## src/rtl/cpu_ctrl_pkg.sv

```systemverilog
// Shared constants for the hardwired control unit: opcodes, IR field positions,
// FSM state encoding and the instruction-class decode used to pick an execute path.
package cpu_ctrl_pkg;

  localparam int unsigned OPC_MSB = 31;
  localparam int unsigned RA_MSB  = 26;
  localparam int unsigned RB_MSB  = 22;
  localparam int unsigned RC_MSB  = 18;
  localparam int unsigned FIELD_W = 4;

  localparam logic [4:0] OP_ADD  = 5'b00011;
  localparam logic [4:0] OP_SUB  = 5'b00100;
  localparam logic [4:0] OP_AND  = 5'b00101;
  localparam logic [4:0] OP_OR   = 5'b00110;
  localparam logic [4:0] OP_ROR  = 5'b00111;
  localparam logic [4:0] OP_ROL  = 5'b01000;
  localparam logic [4:0] OP_SHR  = 5'b01001;
  localparam logic [4:0] OP_SHRA = 5'b01010;
  localparam logic [4:0] OP_SHL  = 5'b01011;
  localparam logic [4:0] OP_DIV  = 5'b01111;
  localparam logic [4:0] OP_MUL  = 5'b10000;
  localparam logic [4:0] OP_NEG  = 5'b10001;
  localparam logic [4:0] OP_NOT  = 5'b10010;
  localparam logic [4:0] OP_NOP  = 5'b11010;
  localparam logic [4:0] OP_HALT = 5'b11011;

  typedef enum logic [3:0] {
    S_T0     = 4'd0,
    S_T1     = 4'd1,
    S_T2     = 4'd2,
    S_T3     = 4'd3,
    S_T4     = 4'd4,
    S_T5     = 4'd5,
    S_T6     = 4'd6,
    S_HALTED = 4'd15
  } state_e;

  typedef enum logic [2:0] {
    CLS_NOP,
    CLS_RFMT,
    CLS_UNARY,
    CLS_MULDIV,
    CLS_HALT
  } iclass_e;

  // Unlisted opcodes fall into CLS_NOP so they retire straight after fetch.
  function automatic iclass_e classify(input logic [4:0] opc);
    case (opc)
      OP_ADD, OP_SUB, OP_AND, OP_OR, OP_ROR,
      OP_ROL, OP_SHR, OP_SHRA, OP_SHL:  return CLS_RFMT;
      OP_NEG, OP_NOT:                   return CLS_UNARY;
      OP_MUL, OP_DIV:                   return CLS_MULDIV;
      OP_HALT:                          return CLS_HALT;
      default:                          return CLS_NOP;
    endcase
  endfunction

endpackage

```

## src/rtl/reg_sel_decoder.sv

```systemverilog
// 4-to-N one-hot register select decoder with enable; all outputs low when disabled.
module reg_sel_decoder
  import cpu_ctrl_pkg::*;
#(
  parameter int unsigned NUM_REGS = 16
) (
  input  logic [FIELD_W-1:0]  sel_i,
  input  logic                en_i,
  output logic [NUM_REGS-1:0] onehot_o
);

  always_comb begin
    onehot_o = '0;
    for (int unsigned i = 0; i < NUM_REGS; i++) begin
      onehot_o[i] = en_i && (32'(sel_i) == i);
    end
  end

endmodule

```

## src/rtl/control_sequencer.sv

```systemverilog
// Hardwired Moore control unit: fetch T0-T2 then class-specific execute steps,
// producing one-hot datapath strobes from the current state and IR fields.
module control_sequencer
  import cpu_ctrl_pkg::*;
#(
  parameter int unsigned NUM_REGS = 16,
  parameter int unsigned OPC_W    = 5
) (
  input  logic                clock,
  input  logic                clear,
  input  logic [31:0]         ir,
  input  logic                mem_ready,
  output logic [NUM_REGS-1:0] reg_out,
  output logic [NUM_REGS-1:0] reg_in,
  output logic                PCout,
  output logic                IncPC,
  output logic                MARin,
  output logic                memRead,
  output logic                MDRin,
  output logic                MDRout,
  output logic                IRin,
  output logic                Yin,
  output logic                Zin,
  output logic                Zhighout,
  output logic                Zlowout,
  output logic                HIin,
  output logic                LOin,
  output logic [OPC_W-1:0]    alu_op,
  output logic                run,
  output logic [3:0]          state_dbg
);

  state_e  state_q, state_d;
  iclass_e class_q, class_d;

  logic [4:0]         opc;
  logic [FIELD_W-1:0] ra, rb, rc;
  logic [FIELD_W-1:0] ro_sel, ri_sel;
  logic               ro_en, ri_en;
  logic               unused_ir_bits;

  assign opc            = ir[OPC_MSB -: 5];
  assign ra             = ir[RA_MSB -: FIELD_W];
  assign rb             = ir[RB_MSB -: FIELD_W];
  assign rc             = ir[RC_MSB -: FIELD_W];
  assign unused_ir_bits = ^ir[RC_MSB-FIELD_W:0];
  assign state_dbg      = state_q;

  always_ff @(posedge clock or negedge clear) begin
    if (!clear) begin
      state_q <= S_T0;
      class_q <= CLS_NOP;
    end else begin
      state_q <= state_d;
      class_q <= class_d;
    end
  end

  // The instruction class is latched when leaving T2 so later IR changes
  // cannot redirect an execute sequence already under way.
  always_comb begin
    state_d = state_q;
    class_d = class_q;
    case (state_q)
      S_T0: state_d = S_T1;
      S_T1: if (mem_ready) state_d = S_T2;
      S_T2: begin
        class_d = classify(opc);
        case (class_d)
          CLS_NOP:  state_d = S_T0;
          CLS_HALT: state_d = S_HALTED;
          default:  state_d = S_T3;
        endcase
      end
      S_T3:     state_d = S_T4;
      S_T4:     state_d = (class_q == CLS_UNARY) ? S_T0 : S_T5;
      S_T5:     state_d = (class_q == CLS_MULDIV) ? S_T6 : S_T0;
      S_T6:     state_d = S_T0;
      S_HALTED: state_d = S_HALTED;
      default:  state_d = S_T0;
    endcase
  end

  always_comb begin
    PCout    = 1'b0;
    IncPC    = 1'b0;
    MARin    = 1'b0;
    memRead  = 1'b0;
    MDRin    = 1'b0;
    MDRout   = 1'b0;
    IRin     = 1'b0;
    Yin      = 1'b0;
    Zin      = 1'b0;
    Zhighout = 1'b0;
    Zlowout  = 1'b0;
    HIin     = 1'b0;
    LOin     = 1'b0;
    alu_op   = '0;
    run      = 1'b1;
    ro_en    = 1'b0;
    ro_sel   = '0;
    ri_en    = 1'b0;
    ri_sel   = '0;
    // Strobes are forced low for the whole time reset is held.
    if (clear) begin
      case (state_q)
        S_T0: begin
          PCout = 1'b1;
          MARin = 1'b1;
          IncPC = 1'b1;
        end
        S_T1: begin
          memRead = 1'b1;
          MDRin   = 1'b1;
        end
        S_T2: begin
          MDRout = 1'b1;
          IRin   = 1'b1;
        end
        S_T3: begin
          case (class_q)
            CLS_RFMT: begin
              ro_en  = 1'b1;
              ro_sel = rb;
              Yin    = 1'b1;
            end
            CLS_UNARY: begin
              ro_en  = 1'b1;
              ro_sel = rb;
              Zin    = 1'b1;
              alu_op = opc;
            end
            CLS_MULDIV: begin
              ro_en  = 1'b1;
              ro_sel = ra;
              Yin    = 1'b1;
            end
            default: ;
          endcase
        end
        S_T4: begin
          case (class_q)
            CLS_RFMT: begin
              ro_en  = 1'b1;
              ro_sel = rc;
              Zin    = 1'b1;
              alu_op = opc;
            end
            CLS_UNARY: begin
              Zlowout = 1'b1;
              ri_en   = 1'b1;
              ri_sel  = ra;
            end
            CLS_MULDIV: begin
              ro_en  = 1'b1;
              ro_sel = rb;
              Zin    = 1'b1;
              alu_op = opc;
            end
            default: ;
          endcase
        end
        S_T5: begin
          case (class_q)
            CLS_RFMT: begin
              Zlowout = 1'b1;
              ri_en   = 1'b1;
              ri_sel  = ra;
            end
            CLS_MULDIV: begin
              Zlowout = 1'b1;
              LOin    = 1'b1;
            end
            default: ;
          endcase
        end
        S_T6: begin
          if (class_q == CLS_MULDIV) begin
            Zhighout = 1'b1;
            HIin     = 1'b1;
          end
        end
        S_HALTED: run = 1'b0;
        default: ;
      endcase
    end
  end

  reg_sel_decoder #(.NUM_REGS(NUM_REGS)) u_out_dec (
    .sel_i    (ro_sel),
    .en_i     (ro_en),
    .onehot_o (reg_out)
  );

  reg_sel_decoder #(.NUM_REGS(NUM_REGS)) u_in_dec (
    .sel_i    (ri_sel),
    .en_i     (ri_en),
    .onehot_o (reg_in)
  );

endmodule

```

## config.mk

```make
export PLATFORM = sky130hd
export DESIGN_NAME = control_sequencer
export DESIGN_NICKNAME = d
export VERILOG_FILES = /design/src/rtl/cpu_ctrl_pkg.sv /design/src/rtl/reg_sel_decoder.sv /design/src/rtl/control_sequencer.sv
export SDC_FILE = /design/constraint.sdc
export NUM_CORES = 1
export LEC_CHECK = 0
export CORE_UTILIZATION = 29
export DETAILED_ROUTE_END_ITERATION = 16
export PLACE_DENSITY = 0.69
export SETUP_SLACK_MARGIN = 0.15
export SLEW_MARGIN = 20
export SYNTH_ARGS = -nofsm -noshare
export SYNTH_HDL_FRONTEND = slang
export SYNTH_SLANG_ARGS = --single-unit
```

## constraint.sdc

```tcl
create_clock -name clock -period 1.95 [get_ports clock]
set_input_delay 0.195 -clock clock [delete_from_list [all_inputs] [get_ports clock]]
set_output_delay 0.195 -clock clock [all_outputs]
set_load 0.05 [all_outputs]
```

==> results of run 1 <==
[routing by layer]
| layer | track usage (%) | GRT overflow |
|---|---|---|
| met5 | 0 | 0 |
| met4 | 73.7 | 9 |
| met3 | 48.8 | 0 |
| met2 | 90.4 | 19 |
| met1 | 69.6 | 0 |
[cells by family after synthesis]
kind of cell | Yosys count | synth area share (%)
and+or+nand+nor | 100 | 42.0
AOI/OAI and AO/OA | 49 | 27.3
buffers and inverters | 21 | 8.52
muxes | 9 | 7.05
DFF | 7 | 13.7
xor gates and xnor gates | 2 | 1.37
[through the flow]
stage	area, µm²	setup WS (ps)	setup TNS, ps
after CTS	3780	-301	-7910
after floorplan	1860	-286	-5830
after detailed placement	3470	-402	-12620
after global placement	3470	-317	-10150
[synth_stat cells (all sizes together), types with 7 or more instances]
cell / n / area share (%)
nand3b: 7 / 4.1
nand3: 10 / 3.9
buf: 9 / 5.0
nand2: 11 / 3.2
nor3: 10 / 3.9
a211oi: 8 / 5.7
nor2: 28 / 8.2
and2: 7 / 3.4
mux2i: 9 / 7.1
clkbuf: 7 / 2.1
a21oi: 13 / 5.1
dfrtp: 7 / 14
[timing repair]
action / in CTS
buffers inserted: 8
endpoints found under the setup margin: 50
gates resized for setup: 46
pin swaps: 20
==> key figures, run 1 <==
Timing
  • WEP type: output port
  • GRT repair_timing worst endpoint: reg_out[5]

Clocking
  • H-tree depth: 1
  • CTS Hold Buffers Added: 0
  • CTS Buf Count: 3
  • CTS root buf: clkbuf_8
  • Clock Path Buffers: 2
  • Clock Sinks: 7

Die
  • Number of I/O pins: 90
  • Placement Rows: 23
  • Die height: 68.4 µm
  • Initial Utilization: 31.0%
  • Die Wd: 68.4 µm

Place
  • Cell count after placement: 351
  • Post-DP HPWL: 4910 µm
  • Port bufs: 74
  • GP Congestion: 0.839

Synth
  • Post-synth EDFFs: 0
  • Synth warnings: 0
  • Syn nets: 223
  • Register area share after synthesis: 13.7%
  • Flops & latches, synth: 7
  • Synth async-reset ratio: 100%
  • Synth Instances: 188
  • Avg Cell Area, Syn: 6.80 µm²
  • Netlist Area Pre-Place: 0.00128 mm²
  • Cell variety after synth: 43
  • Synth Flop Type: dfrtp_1

Global routing
  • Largest net degree at the start of global routing: 19
  • Tot GR Track Use: 69.8%
  • Congestion Overflow GR: 28

Run status
  • Failing step: global routing
  • Status: aborted with a tool error
  • First reported error: [ERROR GRT-0232] Routing congestion too high. Check the congestion heatmap in the GUI.
==> run 2, diff against run 1 <==
--- a/config.mk
+++ b/config.mk
@@ -5,10 +5,9 @@
 export SDC_FILE = /design/constraint.sdc
 export NUM_CORES = 1
 export LEC_CHECK = 0
-export CORE_UTILIZATION = 29
+export CORE_UTILIZATION = 20
 export DETAILED_ROUTE_END_ITERATION = 16
-export PLACE_DENSITY = 0.69
-export SETUP_SLACK_MARGIN = 0.15
+export PLACE_DENSITY_LB_ADDON = 0.15
 export SLEW_MARGIN = 20
 export SYNTH_ARGS = -nofsm -noshare
 export SYNTH_HDL_FRONTEND = slang
==> run 2 against run 1 <==
Effect of this change: the flow now finishes, with violations (negative setup slack); synthesized area did not move; synthesized cell count unchanged.
==> key figures, run 2 <==
Run status
  • Status: finished with violations
  • Failing checks: negative setup slack

Route
  • Routed Antenna Nets: 0
  • Final wirelength: 5810 µm
  • Vias: 1936
  • Drt pass-1 iters: 4
  • WL per Instance: 14.7 µm
  • Drt drc: 0
  • Iter 0 DRT Violations: 73
  • DR vias/cell: 4.89

Power and ir drop
  • Clock power share: 5.2%
  • Sw frac: 48.2%
  • Combinational Power Share: 88.1%
  • Net Switching: 1.81 mW
  • Final Total Pwr: 3.76 mW
  • Sequential fraction of design power: 6.7%
  • Cell Int Power: 1.95 mW
  • Power Density: 971 mW/mm²
  • LEAKAGE: 1.46 nW
  • Worst VDD drop: 0.629 mV

Synth
  • Cell with the most instances after synthesis: nor2_1
  • Synth warnings: 0
  • Largest area contributor in the netlist: dfrtp_1
  • Synth async-reset ratio: 100%
  • Flops & latches, synth: 7
  • Netlist Area Pre-Place: 0.00128 mm²
  • Synth Instances: 188
  • Synth Flop Type: dfrtp_1
  • Post-synth EDFFs: 0
  • Syn nets: 223
  • Share of the synthesized area in the top cell type: 13.7%
  • Cell variety after synth: 43
  • Avg Cell Area, Syn: 6.80 µm²
  • Post-synth top cells: 28 x nor2_1, 13 x a21oi_1, 11 x nand2_1, 10 x nand3_1, 10 x nor3_1
  • Register area share after synthesis: 13.7%
  • Main area contributors after synthesis: dfrtp_1 14%, nor2_1 8.2%, mux2i_1 7.1%

Place
  • Worst slack, placed: -449 ps
  • Cell count after placement: 374
  • Post-DP HPWL: 4470 µm
  • Port bufs: 74
  • Placed Area: 0.00337 mm²
  • GP Congestion: 0.759

Setup path
  • Worst-path fanout max: 4
  • Worst reg-to-reg path cell count: 8
  • Crit Path Class: reg2out
  • RR Endpoint: state_dbg[1]
  • Flop2flop setup slack: 130 ps
  • Element type at the critical path end: output pin
  • Critical Path RT: 1750 ps
  • WP data arrival: 2120 ps
  • Worst Setup Start Kind: flop
  • Worst r2r src: class_q[0]

Timing
  • Slew Viols, Final: 0
  • Unrepaired setup endpoints after global routing: true
  • Tmin final: 2320 ps
  • Final Skew: 3.04 ps
  • Hold Vio Cnt, Final: 0
  • Achievable Freq: 432 MHz
  • Tcrit/Tclk final: 119%
  • Setup_tns: -10590 ps
  • # setup viols final: 40
  • Slack of the critical path: -366 ps
  • Worst Tran Pin Value: 536 ps
  • Rel. slew slack: 64.3%

Global routing
  • Tot GR Track Use: 17.4%
  • Vias in the first global route: 1868
  • Largest net degree at the start of global routing: 15
  • Congestion Overflow GR: 0
  • First-pass GRT wire length: 9040 µm
  • Initial antenna violation count: 0

Clocking
  • H-tree depth: 1
  • CTS tree: done
  • Clock Sinks: 7
  • CTS root buf: clkbuf_8
  • CTS Buf Count: 3
  • Worst-path clk slew: 40 ps
  • Clk_lat worst skew: 220 ps
  • Clock Path Buffers: 2

Layout
  • Cell area after layout: 0.00387 mm²
  • Max reg flops: 4
  • Share of cells above drive strength 1: 66.0%
  • Number of nets in the layout: 357
  • Area grow syn2layout: 203%
  • Non-filler cells, final: 396
  • Most common cell after layout, fill and taps aside: buf_12
  • Diode count: 0
  • Most frequent cells in the layout: 54 x buf_12, 49 x buf_4, 20 x clkdlybuf4s50_1

Die
  • Number of I/O pins: 90
  • Die height: 81.9 µm
  • Initial Utilization: 21.2%
  • Total core area: 0.00603 mm²
  • Placement Rows: 28
  • Die ar.: 0.00671 mm²
  • Die Wd: 81.9 µm

Job
  • # Max-Cap Violations: 0

Hold path
  • HP Class: in2async
==> run 2: worst max path at each step <==
stage,cells after the start,startpoint,to
floorplan,5,state_dbg[1],reg_out[1]
global placement,6,clear,reg_out[3]
detailed placement,6,clear,reg_out[3]
CTS,6,class_q[0],reg_in[8]
global route,9,class_q[0],reg_out[4]
finish,6,class_q[0],reg_in[12]
==> run 2: critical path, cell delays in order (launching register included) <==
cell and delay, ps:
dfrtp_1 390, buf_6 120, or3b_4 380, a211oi_4 250
or3b_4 480, nor2_4 120, buf_12 150
==> run 2: layout make-up <==
type                    count  area, µm²
multi-input cells         160       1630
repair buffers            145       1910
clock buffers               4       45.0
fillers                   463       2150
flip-flops and latches      7        180
well taps                  75       93.8
inverters                   5       18.8
==> run 2: power groups by stage <==
stage	Clock [mW]	Combinational, mW	Sequential (mW)
floorplan	0	1.49	0.346
global route	0.210	3.48	0.258
global placement	0	2.64	0.245
CTS	0.201	3.07	0.246
detailed placement	0	2.66	0.246
finish	0.197	3.31	0.252
==> run 2: logic make-up after synthesis <==
family | share of synthesized area [%]
simple gates | 42.0
xor+xnor | 1.37
mux | 7.05
flops | 13.7
compound gates | 27.3
buf+inv | 8.52
==> run 2: per-stage QoR <==
step	utilization (%)	hold WS, ps
after floorplan	-	-101
after global routing	64.3	216
after detailed placement	56.0	452
after CTS	61.8	181
final	64.3	185
after global placement	56.0	450
==> run 2: metal layers <==
metal | vias up | share of wire [%] | global-route usage [%]
li1 | 956 | - | -
met1 | 909 | 45 | 23.5
met2 | 63 | 49 | 29.3
met3 | 8 | 4.7 | 1.89
met4 | 0 | 1.6 | 3.68
met5 | - | 0 | 0
==> run 2: timing repair <==
item | 4_1_cts | 5_1_grt
cloned | 0 | 1
endpoints found under the setup margin | 48 | 43
resized for setup | 35 | 26
pin swaps | 26 | 17
hold buffers | 1 | 0
buffers inserted | 14 | 3
endpoints found under the hold margin | 1 | 0
No activity file was read; power rests on OpenSTA's default activity.
